--- src/rtl/imm_extend_pipe.sv ---
// Two-stage valid/ready immediate extender (DP imm8, MEM imm12, BRANCH offset x4).
// Define IMM_EXTEND_ROTATE_EN to enable the DP imm8 rotate-right by 2*imm[11:8].
module imm_extend_pipe #(
  parameter int unsigned DATA_WIDTH = 32,
  parameter int unsigned TAG_WIDTH  = 5
) (
  input  logic                  clk,
  input  logic                  rst,
  input  logic                  flush,
  input  logic                  in_valid,
  output logic                  in_ready,
  input  logic [1:0]            in_imm_src,
  input  logic [23:0]           in_imm,
  input  logic [TAG_WIDTH-1:0]  in_tag,
  output logic                  out_valid,
  input  logic                  out_ready,
  output logic [DATA_WIDTH-1:0] out_result,
  output logic [TAG_WIDTH-1:0]  out_tag,
  output logic                  out_err
);

  localparam int unsigned IMM_WIDTH = 24;
  localparam int unsigned SEXT_BITS = DATA_WIDTH - IMM_WIDTH - 2;

  typedef enum logic [1:0] {
    SRC_DP     = 2'd0,
    SRC_MEM    = 2'd1,
    SRC_BRANCH = 2'd2,
    SRC_RSVD   = 2'd3
  } imm_src_t;

  logic                  s1_valid;
  imm_src_t              s1_src;
  logic [IMM_WIDTH-1:0]  s1_imm;
  logic [TAG_WIDTH-1:0]  s1_tag;

  logic                  s2_free;
  logic                  accept;
  logic                  advance;
  logic [DATA_WIDTH-1:0] dp_c;
  logic [DATA_WIDTH-1:0] result_c;
  logic                  err_c;

  // Handshake chain: S2 frees on drain, S1 frees when S2 can take its beat.
  assign s2_free  = !out_valid || out_ready;
  assign in_ready = !s1_valid || s2_free;
  assign accept   = in_valid && in_ready && !flush;
  assign advance  = s1_valid && s2_free && !flush;

`ifdef IMM_EXTEND_ROTATE_EN
  logic [63:0] dp_dbl;
  logic [4:0]  dp_amt;
  logic [31:0] dp_rot;

  // Rotate right expressed as a shift of the value concatenated with itself.
  always_comb begin
    dp_amt = {s1_imm[11:8], 1'b0};
    dp_dbl = {2{24'd0, s1_imm[7:0]}};
    dp_rot = 32'(dp_dbl >> dp_amt);
  end
  assign dp_c = DATA_WIDTH'(dp_rot);
`else
  assign dp_c = DATA_WIDTH'(s1_imm[7:0]);
`endif

  // Format selection for the beat leaving S1.
  always_comb begin
    result_c = '0;
    err_c    = 1'b0;
    case (s1_src)
      SRC_DP:     result_c = dp_c;
      SRC_MEM:    result_c = DATA_WIDTH'(s1_imm[11:0]);
      SRC_BRANCH: result_c = {{SEXT_BITS{s1_imm[IMM_WIDTH-1]}}, s1_imm, 2'b00};
      SRC_RSVD:   err_c    = 1'b1;
      default:    err_c    = 1'b1;
    endcase
  end

  // S1 capture register.
  always_ff @(posedge clk or posedge rst) begin
    if (rst) begin
      s1_valid <= 1'b0;
      s1_src   <= SRC_DP;
      s1_imm   <= '0;
      s1_tag   <= '0;
    end else begin
      if (flush) begin
        s1_valid <= 1'b0;
      end else if (in_ready) begin
        s1_valid <= in_valid;
      end
      if (accept) begin
        s1_src <= imm_src_t'(in_imm_src);
        s1_imm <= in_imm;
        s1_tag <= in_tag;
      end
    end
  end

  // S2 output register; payload only moves on advance so stalls hold it.
  always_ff @(posedge clk or posedge rst) begin
    if (rst) begin
      out_valid  <= 1'b0;
      out_result <= '0;
      out_tag    <= '0;
      out_err    <= 1'b0;
    end else begin
      if (flush) begin
        out_valid <= 1'b0;
      end else if (advance) begin
        out_valid <= 1'b1;
      end else if (out_ready) begin
        out_valid <= 1'b0;
      end
      if (advance) begin
        out_result <= result_c;
        out_tag    <= s1_tag;
        out_err    <= err_c;
      end
    end
  end

endmodule

--- config.mk ---
export PLATFORM = sky130hd
export DESIGN_NAME = imm_extend_pipe
export DESIGN_NICKNAME = d
export VERILOG_FILES = /design/src/rtl/imm_extend_pipe.sv
export SDC_FILE = /design/constraint.sdc
export NUM_CORES = 1
export LEC_CHECK = 0
export ABC_AREA = 1
export CORE_MARGIN = 3
export CORE_UTILIZATION = 35
export CTS_CLUSTER_SIZE = 20
export DETAILED_ROUTE_END_ITERATION = 7
export PLACE_DENSITY = 0.74
export SYNTH_ARGS = -nofsm -noshare
export SYNTH_HDL_FRONTEND = slang
export SYNTH_SLANG_ARGS = --single-unit
--- constraint.sdc ---
create_clock -name clk -period 1.91 [get_ports clk]
set_input_delay 0.382 -clock clk [delete_from_list [all_inputs] [get_ports clk]]
set_output_delay 0.382 -clock clk [all_outputs]
set_load 0.1 [all_outputs]
==> results by group <==
Outcome
  • Outcome: finished clean

Critical path
  • Cell Chain, Critical Path: clkdlybuf4s50_1 -> inv_1 -> nand3_2 -> buf_12
  • CP startpoint kind: input port
  • Worst Path Max Fanout: 8
  • Crit path kind: in2out
  • Data arrival time of the critical path: 1.31 ns
  • Required @ worst endpoint: 1.53 ns
  • Reg2reg path depth: 4
  • CP max stage cell: clkdlybuf4s50_1
  • Nature of the critical path endpoint: output pin
  • Delay of the slowest critical-path stage: 0.41 ns

Cells and area
  • Register area: 0.001628 mm^2
  • Most frequent cells in the layout: nand2_1 (177), dfrtp_1 (64), nand3_1 (46)
  • Final net count: 466
  • Area of the multi-input gates: 0.001006 mm^2
  • Final Util: 0.4982
  • Syn-to-layout area delta: 36.11%
  • Filler Cells Inserted: 767
  • Non-Filler Instances: 536
  • Commonest non-fill, non-tap cell in the layout: nand2_1
  • Final Instance Area: 0.003910 mm^2
  • Share of cells above drive strength 1: 0.1613
  • Ant diodes: 0

Detailed routing
  • Final ANT Viol Nets: 0
  • Via count: 2395
  • Routed wire length per instance: 12.37 um
  • Routed WL: 6.628 mm
  • Max Used Layer: met4
  • Via density: 4.468
  • Metal-1 WL: 3.090 mm
  • Metal3 WL: 321 um
  • Pre-antenna DRT Iters: 4
  • Number of DRC markers in iteration 0: 100
  • Met2 wire length: 3.122 mm
  • Residual DRC: 0

Die
  • Core area: 0.007848 mm^2
  • Io pins: 76
  • Die ar.: 0.009331 mm^2
  • Rows: 32
  • Die Y: 96.60 um
  • Initial Util: 0.3661
  • Die span in x: 96.60 um

Global routing
  • Total congestion overflow: 0
  • Vias in the first global route: 2279
  • First-pass GRT wire length: 10.88 mm
  • Antenna violations before repair: 0
  • Largest net degree at the start of global routing: 66
  • Tot GR Track Use: 0.1545

Timing
  • RSZ-0062 raised after global routing: no
  • Actual slew at the worst max-slew pin: 0.5715 ns
  • Final period util: 0.8834
  • Final Setup Violations: 0
  • Achievable Freq: 0.5927 GHz
  • Clk_skew: 0.004146 ns
  • Final hold violations: 0
  • Fin Setup TNS: 0 ns
  • Final WS setup: 0.2227 ns
  • Max_slew headroom: 0.6177
  • Crit path time final: 1.687 ns
  • Worst hold slack: 0.4714 ns
  • Fin. max-slew vios: 0

Place
  • Placed Instances: 521
  • Place WS: 0.04407 ns
  • GPL Wtd Cong: 0.7742
  • DPL Wire Length: 4.592 mm
  • DP Area: 0.003696 mm^2
  • Port bufs: 75

Clock network
  • Post-CTS sizing: 0
  • Clk sinks: 65
  • Bufs on Longest Clock Path: 2
  • Clock transition at the registers of the reported paths: 0.07 ns
  • Clock latency on the worst-skew pair: 0.34 ns
  • CTS tree: yes
  • Hold_buf cts: 0
  • Post-CTS Setup Bufs: 0
  • Number of buffers created by CTS: 9
  • Root buf cell: clkbuf_8
  • CTS HTree Levels: 3

Yosys
  • Top cell type's share of synthesized area: 0.5662
  • Synthesis Warnings: 0
  • Synth Instances: 362
  • Post-synthesis sequential area ratio: 0.5662
  • Yosys reg bits: 65
  • Largest area contributor in the netlist: dfrtp_1
  • Mapped Nets: 398
  • Netlist area before placement: 0.002873 mm^2
  • Synth top area cells: dfrtp_1 (57%), nand2_1 (23%), nand3_1 (8.0%)
  • Syn_area_per_cell: 7.936 um^2
  • Yosys cell types: 13

Hold path
  • WHS Path Cells: 2
  • Hold Crit Class: reg2reg

Pwr
  • Design Power: 4.604 mW
  • Power Density: 1178 mW/mm^2
  • Peak supply drop: 0.4124 mV
  • Pleak: 2.119 nW

Job
  • Max Cap Viol: 0
-- metal layers --
metal,vias to the layer above,GRT usage
li1,1231,-
met1,1098,0.2037
met2,59,0.2425
met3,7,0.03718
met4,0,0.06659
met5,-,0
-- power by group --
| part | switching [mW] | internal, mW |
|---|---|---|
| Combinational | 1.26 | 0.402 |
| Clock | 0.495 | 0.736 |
| Sequential | 0.133 | 1.58 |
| Total | 1.89 | 2.71 |
-- flip-flops by register name, summed over array words and instances, names as in the netlist --
name        count
out_err         1
out_result     26
out_tag         5
out_valid       1
s1_imm         24
s1_src          2
s1_tag          5
s1_valid        1
-- area by class of cell --
class	instances	share of cell area
sequential	65	0.4163
multi-input combinational	248	0.2573
timing repair buffer	82	0.2150
clock buffer	13	0.04576
tap	102	0.03264
inverter	24	0.02400
clock inverter	2	0.008960
-- path summary, 6_finish.rpt --
| kind | to | startpoint | slack (ns) |
|---|---|---|---|
| max in group asynchronous | out_valid | rst | 1.15 |
| min in group asynchronous | out_result[0] | rst | 0.48 |
| worst min register to register | s1_tag[3] | s1_tag[3] | 0.47 |
| worst max register to register | s1_imm[12] | out_valid | 0.50 |
| worst min-delay path | s1_tag[3] | s1_tag[3] | 0.47 |
| worst max-delay path | in_ready | out_ready | 0.22 |
-- Yosys cell counts --
| library cell | instances |
|---|---|
| a21oi_1 | 1 |
| nand2_1 | 177 |
| nand3_1 | 46 |
| clkinv_1 | 1 |
| inv_1 | 22 |
| nor2_2 | 2 |
| nand2_2 | 2 |
| nand3_2 | 1 |
| buf_2 | 15 |
| buf_4 | 10 |
| inv_2 | 1 |
| dfrtp_1 | 65 |
| nor2_1 | 19 |
-- kinds of logic after synthesis --
family | Yosys count | synth area share
and+or+nand+nor | 247 | 0.3484
DFF | 65 | 0.5662
buffers and inverters | 49 | 0.08362
AOI/OAI and AO/OA | 1 | 0.001740
-- worst max-delay path: cells and delay by family --
family	cells	cell delay (ns)
simple gates	1	0.18
buf+inv	3	0.73
Power figures use the tool's default switching activity.
